## src/rtl/pwm_capture.sv

```systemverilog
// Receive-side PWM measurement: synchronises pwm_in, finds edges and reports
// high-time and period once per cycle of the input, or a stuck report on timeout.
module pwm_capture #(
  parameter int WIDTH = 8
) (
  input  logic           clock,
  input  logic           reset,
  input  logic           pwm_in,
  output logic [WIDTH:0] duty,
  output logic [WIDTH:0] period,
  output logic           valid,
  output logic           stuck
);

  localparam logic [WIDTH:0] MAX = {(WIDTH+1){1'b1}};
  localparam logic [WIDTH:0] ONE = {{WIDTH{1'b0}}, 1'b1};

  typedef enum logic [1:0] {IDLE, HIGH, LOW, STUCK} state_t;

  state_t         state;
  logic           s1, s2, s3;
  logic           rise, fall;
  logic           timeout;
  logic [WIDTH:0] per_cnt, high_cnt;
  logic [WIDTH:0] stuck_duty;

  function automatic logic [WIDTH:0] sat_inc(input logic [WIDTH:0] v, input logic en);
    if (en && (v != MAX)) return v + ONE;
    return v;
  endfunction

  // Stage: input synchroniser and edge detect
  always_ff @(posedge clock) begin
    if (!reset) begin
      s1 <= 1'b0;
      s2 <= 1'b0;
      s3 <= 1'b0;
    end else begin
      s1 <= pwm_in;
      s2 <= s1;
      s3 <= s2;
    end
  end

  assign rise       = s2 & ~s3;
  assign fall       = ~s2 & s3;
  assign timeout    = (per_cnt == MAX) && !rise;
  assign stuck_duty = s2 ? MAX : '0;

  // Stage: measurement FSM with registered report outputs
  always_ff @(posedge clock) begin
    if (!reset) begin
      state    <= IDLE;
      per_cnt  <= '0;
      high_cnt <= '0;
      duty     <= '0;
      period   <= '0;
      valid    <= 1'b0;
      stuck    <= 1'b0;
    end else begin
      valid <= 1'b0;
      case (state)
        IDLE: begin
          if (rise) begin
            per_cnt  <= ONE;
            high_cnt <= ONE;
            state    <= HIGH;
          end else if (timeout) begin
            duty   <= stuck_duty;
            period <= '0;
            stuck  <= 1'b1;
            valid  <= 1'b1;
            state  <= STUCK;
          end else begin
            per_cnt <= sat_inc(per_cnt, 1'b1);
          end
        end
        HIGH: begin
          // The timeout wins over a simultaneous fall so the counter never wraps.
          if (timeout) begin
            duty   <= stuck_duty;
            period <= '0;
            stuck  <= 1'b1;
            valid  <= 1'b1;
            state  <= STUCK;
          end else begin
            per_cnt  <= sat_inc(per_cnt, 1'b1);
            high_cnt <= sat_inc(high_cnt, s2);
            if (fall) state <= LOW;
          end
        end
        LOW: begin
          if (rise) begin
            duty     <= high_cnt;
            period   <= per_cnt;
            stuck    <= 1'b0;
            valid    <= 1'b1;
            per_cnt  <= ONE;
            high_cnt <= ONE;
            state    <= HIGH;
          end else if (timeout) begin
            duty   <= stuck_duty;
            period <= '0;
            stuck  <= 1'b1;
            valid  <= 1'b1;
            state  <= STUCK;
          end else begin
            per_cnt <= sat_inc(per_cnt, 1'b1);
          end
        end
        STUCK: begin
          if (rise) begin
            per_cnt  <= ONE;
            high_cnt <= ONE;
            state    <= HIGH;
          end
        end
        default: state <= IDLE;
      endcase
    end
  end

endmodule

```

## config.mk

```make
export PLATFORM = sky130hd
export DESIGN_NAME = pwm_capture
export DESIGN_NICKNAME = d
export VERILOG_FILES = /design/src/rtl/pwm_capture.sv
export SDC_FILE = /design/constraint.sdc
export NUM_CORES = 1
export LEC_CHECK = 0
export CORE_ASPECT_RATIO = 0.7
export CORE_MARGIN = 4
export CORE_UTILIZATION = 54
export DETAILED_ROUTE_END_ITERATION = 10
export PLACE_DENSITY_LB_ADDON = 0.1
export SLEW_MARGIN = 10
export SYNTH_ARGS = -nofsm -noshare
export SYNTH_HDL_FRONTEND = slang
export SYNTH_SLANG_ARGS = --single-unit
```

## constraint.sdc

```tcl
create_clock -name clock -period 2.9 [get_ports clock]
set_input_delay 0.58 -clock clock [delete_from_list [all_inputs] [get_ports clock]]
set_output_delay 0.58 -clock clock [all_outputs]
set_load 0.01 [all_outputs]
```

==> results.md <==
* Flop-to-flop setup slack at roughly 0.37 ns
* Post-Layout Inst Area at 2220 um2
* Share of layout cells above drive strength 1 at 0.0783
* Clk_skew at just over 0.009 ns
* Dpl hpwl at 2.84 mm
* Placed cell areas at roughly 2100 um2
* Via count at between 1500 and 2000
* Crit end category: flop
* R2r endpoint: high_cnt[3]$_SDFFE_PN0P_
* Post-synthesis instance total at 207
* H-tree Lvls at 2
* Clock Sinks at 43
* CTS resizes at 0
* Highest-count cells in the layout ignoring fill and taps: dfxtp_1 (43), nand2_1 (33), a21oi_1 (24)
* Initial antenna violation count at 0
* Outcome: complete, no violations
* EDFF count, synth at 0
* Minimum clock period at 2.53 ns
* Reg area at roughly 860 um2
* Worst setup SP type: flop
* Total Routing Usage GR at 0.193
* Number of synthesized register bits at 43
* Comb pwr share at 0.037
* Standard-cell rows at 17
* HP Start: s1$_SDFF_PN0_
* Avg Synthesized Cell Area at 8.95 um2
* Overall power at 1.13 mW
* Post-synth cell types at 42
* # IOs at 23
* CORE AREA at 3210 um2
* Hold Crit Class: flop to flop
* Syn Nets at 214
* Num CTS Buffers at 5
* Die Span Y at roughly 57 um
* Headroom to the max-slew limit at 0.384
* Cell-internal power at 0.893 mW
* Switch Pwr at between 0.2 and 0.25 mW
* Top FF cell, synth: dfxtp_1
* Worst slack, placed at 0.425 ns
* Routed WL per cell at 14.7 um
* Area of the multi-input gates at 922 um2
* N_diodes at 0
* Lkg Pwr at 0.754 nW
* Commonest non-fill, non-tap cell in the layout: dfxtp_1
* Clock-pin slew on the worst setup and hold paths at 0.08 ns
* Vias per cell at 5.74
* Clk_lat worst skew at 0.30 ns
* Synthesis-to-finish area growth at 19.6%
* DRT antenna net count at 0
* Drt pass-1 iters at 4
* Nets at 236
* Clock Power Share at 0.427
* Worst vdd ir at 0.000307 V
* Drt drc at 0
* Switching Share at 0.213
* Final setup viols at 0
* Critical Path AT at 2.74 ns
* Gr ovfl total at 0
* Period utilisation layout at 0.871
* Root Buffer Master: clkbuf_8
* IO buf count at 22
* Yosys Warn Count at 0
* Pin count of the biggest net entering global routing at 17
* Largest cells by area after synthesis: dfxtp_1 (46%), nand2_1 (6.7%), a21oi_1 (6.5%), o21a_1 (4.1%), o221a_1 (3.6%)
* Starting Density at 0.577
* Total of max-cap violations at 0
* Max clock buf depth at 2
* Die area at between 4000 and 5000 um2
* Mapped cell area at 1850 um2
* RSZ-0062 raised after global routing: no
* Fin. Hold Viols at 0
* DRT Wirelength at 4.06 mm
* Max Slew Vio Count at 0
* Routability congestion estimate at 0.880
* Setup Buffers After CTS at 0
* CTS tree: built
* Vias in the first global route at 1467
* CP required at 3.12 ns
* CTS Hold Bufs at 0
* Register area share after synthesis at 0.465
* Worst Path Max Fanout at 11
* DIE WIDTH at 78.0 um
* Post-synth ARST share at 0
* Top-area cell type share of the netlist area at 0.465
* First DRT Iteration DRCs at 141
* FF-to-FF Start: per_cnt[0]$_SDFFE_PN0P_
* Hold Path End: s2$_SDFF_PN0_
* Final setup TNS at 0 ns
* Sequential Power Share at 0.536
* Yosys top cell by area: dfxtp_1
* Hold depth at 1
* Final setup margin at 0.373 ns
* CP Class: flop to flop
* Fillers at ~250
* Global-route wire length before repair at just under 7 mm
* Path depth of the worst reg2reg path at 8
* Tightest Pin Transition at between 0.9 and 1 ns
* FMAX at about 0.40 GHz
* PwrDens at 512 nW/um2
## power groups by stage
stage,Sequential [mW],Combinational (mW),Clock (mW)
after floorplan,0.616,0.0334,0
after global placement,0.620,0.0405,0
after detailed placement,0.621,0.0415,0
after CTS,0.607,0.0423,0.489
after global routing,0.609,0.0475,0.520
final,0.607,0.0421,0.485
## registers in the layout, indices dropped and copies added (netlist names)
name and cells:
s2 1, s1 1, duty 9, period 9, per_cnt 9, s3 1
state 2, valid 1, stuck 1, high_cnt 9
## through the flow
step,hold slack (ns),instances,utilization
floorplan,0.412,207,-
global placement,0.421,269,0.654
detailed placement,0.430,269,0.654
CTS,0.450,277,0.690
global route,0.461,277,0.690
finish,0.443,277,0.690
## cell type report
type                            count  area share
Clock inverter                      2      0.0158
Multi-Input combinational cell    149       0.416
Sequential cell                    43       0.388
Timing Repair Buffer               24       0.106
Clock buffer                        6      0.0372
Inverter                            6      0.0102
Tap cell                           47      0.0265
## cell families after synthesis
family | synth area share
flops | 0.465
buf+inv | 0.0378
fa+ha+maj | 0.0270
compound gates | 0.256
simple gates | 0.203
mux | 0.0122
## layer usage
layer  up-vias  global-route usage  share of wire
li1        802                   -              -
met1       742               0.290           0.52
met2        41               0.278           0.42
met3         4              0.0426          0.047
met4         0              0.0574         0.0089
met5         -                   0              0
## cells in the mapped netlist, types with 2 or more instances
library cell,instances
dfxtp_1,43
nand2_1,33
a21oi_1,24
nor2_1,10
o21a_1,10
nand3_1,9
o21ai_0,7
o221a_1,6
or3_1,6
clkbuf_1,5
inv_1,5
ha_1,4
a311oi_1,3
and3_1,3
o221a_2,3
a211oi_1,2
a22oi_1,2
a2bb2oi_1,2
and2_1,2
buf_2,2
nor2b_1,2
nor3b_1,2
o31ai_1,2
or4_1,2
## how the worst max path moves through the flow
stage	start	to	slack (ns)	cells past startpoint
2_1_floorplan	per_cnt[0]$_SDFFE_PN0P_	per_cnt[6]$_SDFFE_PN0P_	0.69	10
3_3_place_gp	per_cnt[0]$_SDFFE_PN0P_	high_cnt[3]$_SDFFE_PN0P_	0.54	8
3_5_place_dp	per_cnt[0]$_SDFFE_PN0P_	high_cnt[3]$_SDFFE_PN0P_	0.42	8
4_1_cts	per_cnt[0]$_SDFFE_PN0P_	high_cnt[3]$_SDFFE_PN0P_	0.39	8
5_1_grt	per_cnt[0]$_SDFFE_PN0P_	high_cnt[3]$_SDFFE_PN0P_	0.24	8
6_report	per_cnt[0]$_SDFFE_PN0P_	high_cnt[3]$_SDFFE_PN0P_	0.37	8
## worst max-delay path, cell delays in order (launching register included)
cell and delay, ns:
dfxtp_1 0.35, ha_1 0.24, nand3_1 0.12, nor2_1 0.06, ha_1 0.30, or3b_4 0.42, a221o_1 0.39, or3_1 0.38
a21oi_1 0.18
Note: power is estimated with default switching activity, not from simulation.
